===== config.mk =====
export PLATFORM = sky130hd
export DESIGN_NAME = alu_iterative
export DESIGN_NICKNAME = d
export VERILOG_FILES = /design/src/rtl/alu_iterative_pkg.sv /design/src/rtl/alu_shift_step.sv /design/src/rtl/alu_iterative.sv
export SDC_FILE = /design/constraint.sdc
export NUM_CORES = 1
export LEC_CHECK = 0
export BUFFER_PORTS_ARGS = -buffer_cell sky130_fd_sc_hd__buf_2
export CORE_ASPECT_RATIO = 2
export CORE_UTILIZATION = 47
export DETAILED_ROUTE_END_ITERATION = 10
export PLACE_DENSITY = 0.63
export SLEW_MARGIN = 20
export SYNTH_ARGS = -nofsm -noshare
export SYNTH_HDL_FRONTEND = slang
export SYNTH_HIERARCHICAL = 1
export SYNTH_SLANG_ARGS = --single-unit

===== constraint.sdc =====
create_clock -name clk -period 3.8 [get_ports clk]
set_clock_uncertainty 0.15 [all_clocks]
set_input_delay 0.38 -clock clk [delete_from_list [all_inputs] [get_ports clk]]
set_output_delay 0.38 -clock clk [all_outputs]
set_load 0.005 [all_outputs]

===== src/rtl/alu_iterative_pkg.sv =====
// Shared types for the execute-stage ALU: operation codes, flag bundle and control states.
package alu_iterative_pkg;

  typedef enum logic [3:0] {
    AluAdd  = 4'd0,
    AluSub  = 4'd1,
    AluSll  = 4'd2,
    AluSrl  = 4'd3,
    AluSra  = 4'd4,
    AluSlt  = 4'd5,
    AluSltu = 4'd6,
    AluXor  = 4'd7,
    AluOr   = 4'd8,
    AluAnd  = 4'd9
  } alu_t;

  typedef struct packed {
    logic zf;
    logic sf;
    logic of;
    logic cf;
  } alu_flags_t;

  typedef enum logic [1:0] {
    StIdle,
    StShift,
    StDone
  } alu_state_t;

  function automatic logic is_shift(alu_t op);
    return (op == AluSll) || (op == AluSrl) || (op == AluSra);
  endfunction

endpackage


===== src/rtl/alu_shift_step.sv =====
// One iteration of the iterative shifter: moves the accumulator by at most SHIFT_STEP bits.
module alu_shift_step
  import alu_iterative_pkg::*;
#(
  parameter int unsigned XLEN       = 32,
  parameter int unsigned SHIFT_STEP = 1,
  localparam int unsigned AmtW      = $clog2(SHIFT_STEP) + 1
) (
  input  logic [XLEN-1:0] acc_i,
  input  logic [AmtW-1:0] amt_i,
  input  alu_t            kind_i,
  input  logic            sign_i,
  output logic [XLEN-1:0] acc_o
);

  logic [XLEN-1:0] fill;

  always_comb begin
    // Ones in the vacated upper bits when an arithmetic shift of a negative source
    fill = sign_i ? ~({XLEN{1'b1}} >> amt_i) : '0;
    case (kind_i)
      AluSll:  acc_o = acc_i << amt_i;
      AluSrl:  acc_o = acc_i >> amt_i;
      AluSra:  acc_o = (acc_i >> amt_i) | fill;
      default: acc_o = acc_i;
    endcase
  end

endmodule


===== src/rtl/alu_iterative.sv =====
// Execute-stage ALU with registered result/flags; shifts iterate SHIFT_STEP bits per cycle.
module alu_iterative
  import alu_iterative_pkg::*;
#(
  parameter int unsigned XLEN       = 32,
  parameter int unsigned SHIFT_STEP = 1
) (
  input  logic            clk,
  input  logic            rst,
  input  logic            in_valid,
  output logic            in_ready,
  input  alu_t            aluctr,
  input  logic [XLEN-1:0] op_a,
  input  logic [XLEN-1:0] op_b,
  output logic            out_valid,
  input  logic            out_ready,
  output logic [XLEN-1:0] result,
  output alu_flags_t      flags,
  output logic            busy
);

  localparam int unsigned AmtW  = $clog2(SHIFT_STEP) + 1;
  localparam logic [5:0]  StepW = 6'(SHIFT_STEP);

  alu_state_t      state_q, state_d;
  logic [XLEN-1:0] acc_q, acc_d;
  logic [4:0]      rem_q, rem_d;
  alu_t            kind_q, kind_d;
  logic            sign_q, sign_d;
  logic [XLEN-1:0] result_q, result_d;
  alu_flags_t      flags_q, flags_d;

  logic [XLEN:0]   sum, diff;
  logic [XLEN-1:0] comb_res, shifted;
  logic            comb_of, comb_cf, comb_def;
  alu_flags_t      comb_flags;
  logic [4:0]      shamt, step, rem_next;
  logic            accept, take_shift;

  assign sum        = {1'b0, op_a} + {1'b0, op_b};
  assign diff       = {1'b0, op_a} - {1'b0, op_b};
  assign shamt      = op_b[4:0];
  assign take_shift = is_shift(aluctr) && (shamt != '0);

  assign in_ready  = (state_q == StIdle) || ((state_q == StDone) && out_ready);
  assign accept    = in_valid && in_ready;
  assign out_valid = (state_q == StDone);
  assign busy      = (state_q == StShift);
  assign result    = result_q;
  assign flags     = flags_q;

  always_comb begin
    comb_res = '0;
    comb_of  = 1'b0;
    comb_cf  = 1'b0;
    comb_def = 1'b1;
    case (aluctr)
      AluAdd: begin
        comb_res = sum[XLEN-1:0];
        comb_cf  = sum[XLEN];
        comb_of  = (op_a[XLEN-1] == op_b[XLEN-1]) && (sum[XLEN-1] != op_a[XLEN-1]);
      end
      AluSub: begin
        comb_res = diff[XLEN-1:0];
        comb_cf  = diff[XLEN];
        comb_of  = (op_a[XLEN-1] != op_b[XLEN-1]) && (diff[XLEN-1] != op_a[XLEN-1]);
      end
      // Reached only with shamt==0; nonzero amounts take the iterative path
      AluSll, AluSrl, AluSra: comb_res = op_a;
      AluSlt:  comb_res = {{(XLEN-1){1'b0}}, $signed(op_a) < $signed(op_b)};
      AluSltu: comb_res = {{(XLEN-1){1'b0}}, op_a < op_b};
      AluXor:  comb_res = op_a ^ op_b;
      AluOr:   comb_res = op_a | op_b;
      AluAnd:  comb_res = op_a & op_b;
      default: comb_def = 1'b0;
    endcase
    comb_flags = comb_def ? '{zf: (comb_res == '0), sf: comb_res[XLEN-1], of: comb_of,
                              cf: comb_cf}
                          : '0;
  end

  assign step     = ({1'b0, rem_q} < StepW) ? rem_q : StepW[4:0];
  assign rem_next = rem_q - step;

  alu_shift_step #(
    .XLEN      (XLEN),
    .SHIFT_STEP(SHIFT_STEP)
  ) u_shift_step (
    .acc_i (acc_q),
    .amt_i (step[AmtW-1:0]),
    .kind_i(kind_q),
    .sign_i(sign_q),
    .acc_o (shifted)
  );

  always_comb begin
    state_d  = state_q;
    acc_d    = acc_q;
    rem_d    = rem_q;
    kind_d   = kind_q;
    sign_d   = sign_q;
    result_d = result_q;
    flags_d  = flags_q;
    case (state_q)
      StIdle, StDone: begin
        // A DONE result waiting on out_ready holds everything
        if ((state_q == StIdle) || out_ready) begin
          state_d = StIdle;
          if (accept) begin
            if (take_shift) begin
              acc_d   = op_a;
              rem_d   = shamt;
              kind_d  = aluctr;
              sign_d  = op_a[XLEN-1];
              state_d = StShift;
            end else begin
              result_d = comb_res;
              flags_d  = comb_flags;
              state_d  = StDone;
            end
          end
        end
      end
      StShift: begin
        acc_d = shifted;
        rem_d = rem_next;
        if (rem_next == '0) begin
          result_d = shifted;
          flags_d  = '{zf: (shifted == '0), sf: shifted[XLEN-1], of: 1'b0, cf: 1'b0};
          state_d  = StDone;
        end
      end
      default: state_d = StIdle;
    endcase
  end

  always_ff @(posedge clk) begin
    if (rst) begin
      state_q  <= StIdle;
      acc_q    <= '0;
      rem_q    <= '0;
      kind_q   <= AluAdd;
      sign_q   <= 1'b0;
      result_q <= '0;
      flags_q  <= '0;
    end else begin
      state_q  <= state_d;
      acc_q    <= acc_d;
      rem_q    <= rem_d;
      kind_q   <= kind_d;
      sign_q   <= sign_d;
      result_q <= result_d;
      flags_q  <= flags_d;
    end
  end

endmodule


After elaboration in Yosys (flattened, before gate mapping)
Index checks and enable logic that the tools add are counted.

word-level totals
  word-level logic and storage cells = 101
  input bits = 72
  register bits after elaboration = 80

operators by class
  mux-type cells = 31
  bitwise gates (word level) = 5
  $lt $le $gt $ge = 3
  shift-type cells = 3
  $add $sub $neg = 3
  reductions and logical operators = 23
  equal/unequal tests = 23

operators with widths
  kind                                                                    count
  32-bit 2-to-1 mux                                                       8
  32-bit one-hot mux with 8 select lines                                  1
  32-bit one-hot mux with 2 select lines                                  2
  32-bit one-hot mux with 3 select lines                                  1
  32-bit logical NOT                                                      2
  32-bit < comparator                                                     2
  32-bit OR                                                               2
  32-bit by 32-bit adder with 33-bit output                               1
  32-bit by 32-bit subtractor with 33-bit output                          1
  32-bit AND                                                              1
  32-bit NOT                                                              1
  32-bit by 1-bit << shifter with 32-bit output                           1
  32-bit by 1-bit >> shifter with 32-bit output                           1
  32-bit by 1-bit >> shifter with 32-bit output (first input constant)    1
  32-bit XOR                                                              1
  4-bit by 3-bit equality test with 1-bit output (second input constant)  5
  4-bit 2-to-1 mux                                                        5
  5-bit 2-to-1 mux                                                        4
  4-bit by 2-bit equality test with 1-bit output (second input constant)  4
  5-bit one-hot mux with 2 select lines                                   1
  10-bit OR reduction                                                     1
  4-bit equality test (second input constant)                             2
  2-bit 2-to-1 mux                                                        4
  2-bit != test (second input constant)                                   4
  other kinds (24)                                                        35

Logic depth before layout (Yosys ltp)
  word-level depth = 10
  mapped depth = 15
  depth with buffers taken out = 14

Modules after synthesis
Netlist, hierarchy kept.

modules (own cells, without submodules)
  module          area an instance (um^2)  times used  cells each
  alu_iterative   9690.5                   1           1389
  alu_shift_step  1051.0                   1           119

Worst setup path before layout
OpenSTA, ideal clock, no wires.

  path kind = input to register
  start = input op_a[0]
  end = register flags_q, in the netlist flags[3]
  buffers on the path = 0
  data required time = 3.593 ns
  stages on the path = 14
  arrival time = 3.326 ns
  library setup time = 0.057 ns
  path slack = 0.267 ns
  path through = ha_1 -> inv_1 -> fa_1 -> nand2b_1 -> a21o_1 -> a211o_1 -> a2111oi_4 -> nor2_2 -> o311ai_4 -> a21oi_2 -> a2111o_1 -> a211oi_2 -> and4_1 -> a21o_1

on the way
  word-level cells in the longest chain between the ends = 8
  elaborated cells on any way between the ends = 14
  those cells by class = 2 x add/sub; 2 x order compare; 6 x mux; 3 x bitwise; 1 x reduce/logical

RTL lines
  element                                                                       RTL line              text
  start: declaration                                                            alu_iterative.sv:13   input logic [XLEN-1:0] op_a,
  32-bit by 32-bit subtractor with 33-bit output, or another cell as far along  alu_iterative.sv:41   assign diff = {1'b0, op_a} - {1'b0, op_b};
  32-bit one-hot mux with 8 select lines *                                      alu_iterative.sv:57   case (aluctr)
  32-bit logical NOT *                                                          alu_iterative.sv:77   comb_flags = comb_def ? '{zf: (comb_res == '0), sf: comb_res[XLEN-1], of: comb_of,
  4-bit 2-to-1 mux *                                                            alu_iterative.sv:77
  4-bit 2-to-1 mux *                                                            alu_iterative.sv:110  if (take_shift) begin
  4-bit 2-to-1 mux *                                                            alu_iterative.sv:109  if (accept) begin
  4-bit 2-to-1 mux *                                                            alu_iterative.sv:107  if ((state_q == StIdle) || out_ready) begin
  4-bit one-hot mux with 2 select lines *                                       alu_iterative.sv:104  case (state_q)
  end signal: assignment                                                        alu_iterative.sv:153  flags_q <= flags_d;
  end: declaration                                                              alu_iterative.sv:31   alu_flags_t flags_q, flags_d;

Mark *: on every way between the ends. The rest lies on a longest branch, timed or not. The select of a mux whose other input is x is not followed.
A chain may end at the register's enable or synchronous reset.

Final worst setup path
  start = register rem_q[2]
  end = register flags_q, in the netlist flags[3]

on the way
  word-level cells in the longest chain between the ends = 10
  elaborated cells on any way between the ends = 16
  those cells by class = 1 x add/sub; 1 x order compare; 1 x eq/ne; 3 x shift; 5 x mux; 2 x bitwise; 3 x reduce/logical

RTL lines
  element                                          RTL line              text
  start: declaration                               alu_iterative.sv:27   logic [4:0] rem_q, rem_d;
  start signal: assignment                         alu_iterative.sv:149  rem_q <= rem_d;
  5-bit by 1-bit < comparator with 1-bit output *  alu_iterative.sv:82   assign step = ({1'b0, rem_q} < StepW) ? rem_q : StepW[4:0];
  5-bit 2-to-1 mux *                               alu_iterative.sv:82
  named net step[0]                                alu_iterative.sv:37   logic [4:0] shamt, step, rem_next;
  32-bit by 1-bit >> shifter with 32-bit output    alu_shift_step.sv:20  fill = sign_i ? ~({XLEN{1'b1}} >> amt_i) : '0;
  32-bit NOT                                       alu_shift_step.sv:20
  32-bit 2-to-1 mux                                alu_shift_step.sv:20
  32-bit OR                                        alu_shift_step.sv:24  AluSra: acc_o = (acc_i >> amt_i) | fill;
  32-bit one-hot mux with 3 select lines *         alu_shift_step.sv:21  case (kind_i)
  named net shifted[5]                             alu_iterative.sv:34   logic [XLEN-1:0] comb_res, shifted;
  32-bit logical NOT *                             alu_iterative.sv:129  flags_d = '{zf: (shifted == '0), sf: shifted[XLEN-1], of: 1'b0, cf: 1'b0};
  4-bit 2-to-1 mux *                               alu_iterative.sv:127  if (rem_next == '0) begin
  4-bit one-hot mux with 2 select lines *          alu_iterative.sv:104

The timed path passes the listed nets; every way through them passes the cells marked *. The select of a mux whose other input is x is not followed.

==> metrics.md <==
| Metric | Value |
|---|---|
| DR iter-0 viols | 1101 |
| Placed insts | 2118 |
| GPL Wtd Cong | 1.01 |
| Worst Hold Class | in -> reg |
| Die ar. | 0.0235 sq mm |
| Largest cells by area after synthesis | dfxtp_1 (15%), ha_1 (13%), nor2_1 (6.6%) |
| Cell Pwr Density | 260 mW/mm^2 |
| WHS Path Cells | 4 |
| Finished Cell Area | 0.0141 sq mm |
| Register area share after synthesis | 14.9% |
| Reg-to-reg endpoint | flags[3] |
| Peak VDD IR | 0.478 mV |
| Net Sw Frac | 39.6% |
| YS warnings | 6 |
| Placed cell area | 0.0137 sq mm |
| CP max FO | 30 |
| Most instantiated library cell after synthesis | nor2_1 |
| Slew headroom | 42.1% |
| Setup CP Type | reg -> reg |
| TritonCTS clock tree | done |
| Clk pwr share | 24.8% |
| Die width | 109 um |
| Critical path arrival | 3.84 ns |
| Synth unique cells | 95 |
| CP required | 3.95 ns |
| Flops & latches, synth | 80 |
| Status | finished, final reports clean |
| Syn Area/Cell | 7.12 sq um |
| R2R Path Start | rem_q[2] |
| Area occupied by multi-input gates | 0.00824 sq mm |
| Top-area cell type share of the netlist area | 14.9% |
| Initial antenna violation count | 2 |
| Async SR Flop Fraction | 0% |
| Post-route ant nets | 0 |
| DRC | 0 |
| Clock sinks | 80 |
| Syn_nets | 1696 |
| Startpoint types | flip-flop |
| Minimum clock period | 3.69 ns |
| Die H | 216 um |
| Fin nets | 2041 |
| Sequential power share | 25.6% |
| Final core utilization | 63.5% |
| Drt wl/cell | 22.1 um |
| Worst Hold Launch | op_b[2] |
| Worst setup EP type | flip-flop |
| H-tree depth | 3 |
| Largest net degree at the start of global routing | 80 |
| TritonCTS buffer count | 9 |
| Commonest register cell after synthesis | dfxtp_1 |
| Initial core utilization | 48.3% |
| Final Max Tran Viols | 0 |
| Synth Instances | 1508 |
| Actual slew at the worst max-slew pin | 0.868 ns |
| Worst skew pair latency | 0.36 ns |
| Maximum capacitance violations | 0 |
| Reg clk slew, reported paths | 0.06 ns |
| Top post-synthesis cells by count | nor2_1 (190), a21oi_1 (140), inv_1 (130), ha_1 (114), nand2_1 (102) |
| I/O Pins | 111 |
| P_int | 2220 uW |
| Overflow after GRT | 0 |
| Vias/cell | 6.26 |
| R2R depth | 11 |
| Fillers | 2128 |
| Reg2reg setup slack | 0.11 ns |
| Post-synth EDFFs | 0 |
| Gr usage total | 40.2% |
| Cell taking the most area after synthesis | dfxtp_1 |
| Vias in the first global route | 13400 |
| Post-CTS Setup Bufs | 0 |
| # setup viols final | 0 |
| First-pass GRT wire length | 71.5 mm |
| Pleak | 0.00640 uW |
| DP HPWL | 38.3 mm |
| Final std cells w/o fill | 2135 |
| Port buffer count | 110 |
| Synthesized area | 0.0107 sq mm |
| RSZ-0062 raised after global routing | true |
| Fmax | 271 MHz |
| Fin. Hold Viols | 0 |
| Share of layout cells above drive strength 1 | 29.4% |
| FP Rows | 77 |
| Root Driver | clkbuf_16 |
| Area of the core | 0.0223 sq mm |
| Net switching power | 1460 uW |
| Synth-to-Final Area Change | 31.5% |
| Drt pass-1 iters | 10 |
| Tcrit/Tclk final | 97.1% |
| Final Total Pwr | 3670 uW |
| Reg area | 0.00160 sq mm |
| Clk buf depth | 2 |
| Routed wire length | 47.1 mm |
| Hold path endpoint | rem_q[2] |
| Combinational power share | 49.7% |
| Via count | 13400 |
## cell usage in the layout (no fill, tap or decap), types with 11 or more instances in the layout
cell | Yosys | layout
a211oi_1 | 51 | 51
a21o_1 | 18 | 18
a21oi_1 | 140 | 138
a221oi_1 | 24 | 24
a222oi_1 | 12 | 12
a22oi_1 | 12 | 12
a31oi_1 | 13 | 12
buf_2 | 31 | 110
buf_4 | 1 | 328
dfxtp_1 | 80 | 80
ha_1 | 114 | 114
inv_1 | 130 | 130
nand2_1 | 102 | 102
nand2b_1 | 13 | 12
nand3_1 | 29 | 29
nand3b_1 | 38 | 38
nor2_1 | 190 | 189
nor2b_1 | 11 | 11
nor3_1 | 44 | 43
nor4_1 | 29 | 27
o211ai_1 | 23 | 23
o21ai_0 | 81 | 81
o21bai_1 | 12 | 11
o221ai_2 | 29 | 29
o31ai_1 | 16 | 15
## per-stage QoR
step | setup slack, ns | hold WS, ns | TNS (ns)
2_1_floorplan | 0.267 | 0.287 | 0
3_3_place_gp | -0.468 | 0.289 | -0.687
3_5_place_dp | -0.460 | 0.299 | -1.21
4_1_cts | 0.0461 | 0.272 | 0
5_1_grt | -0.0295 | 0.304 | -0.0295
6_report | 0.111 | 0.274 | 0
## what timing repair did
action | 4_1_cts | 5_1_grt
resized for setup | 1 | 14
pin swaps | 0 | 3
gates cloned | 0 | 0
hold buffers | 0 | 0
setup endpoints to repair | 1 | 4
## power by group through the flow
stage               Clock (uW)  Combinational (uW)  Sequential, uW
floorplan                    0                 905             954
global placement             0                1750             955
detailed placement           0                1760             957
CTS                        917                1770             938
global route               941                1960             949
finish                     910                1820             939
## kinds of logic (layout without fill, tap and decap cells)
kind of cell / after synthesis / in the layout / synth area share [%]
other: 0 / 1 / 0
and+or+nand+nor: 516 / 516 / 23.6
AOI/OAI and AO/OA: 546 / 546 / 37.7
DFF: 80 / 80 / 14.9
adders and majority gates: 116 / 116 / 13.7
buffers and inverters: 243 / 593 / 9.55
xor gates and xnor gates: 1 / 1 / 0.0816
muxes: 6 / 6 / 0.594
## state kept, by name, indices dropped and copies added (netlist names)
register and count:
flags 4, sign_q 1, result 32, state_q 2, kind_q 4, rem_q 5, acc_q 32
## worst max path at each step
stage | start | to | slack [ns] | cells past startpoint
2_1_floorplan | op_a[0] | flags[3] | 0.27 | 14
3_3_place_gp | op_a[0] | flags[3] | -0.47 | 16
3_5_place_dp | op_a[1] | flags[3] | -0.46 | 16
4_1_cts | op_a[1] | flags[3] | 0.05 | 16
5_1_grt | op_a[1] | flags[3] | -0.03 | 16
6_report | rem_q[2] | flags[3] | 0.11 | 11
## cell type report
cell class,instances,share of cell area [%]
antenna,1,0.0177
clock buffer,10,1.69
clock inverter,6,0.478
inverter,133,3.53
multi-input combinational,1185,58.3
sequential,80,11.3
tap,276,2.45
timing repair buffer,444,22.2
## critical path: stages (launching register included)
cell      delay (ns)
dfxtp_1         0.35
or3_1           0.44
or3_1           0.43
and4bb_2        0.51
nand3b_1        0.21
o221ai_2        0.22
nor4_1          0.35
nand4_1         0.20
nor4_1          0.36
a21oi_1         0.07
nor2_1          0.21
a21o_1          0.12
## routing by layer
metal,vias up,GRT usage (%),share of wire (%)
met5,-,0,0.023
met4,2,33.3,9.3
met3,220,4.83,5.1
met2,593,71.3,50
met1,6295,40.7,35
li1,6264,-,-
Note: power is estimated with default switching activity, not from simulation.
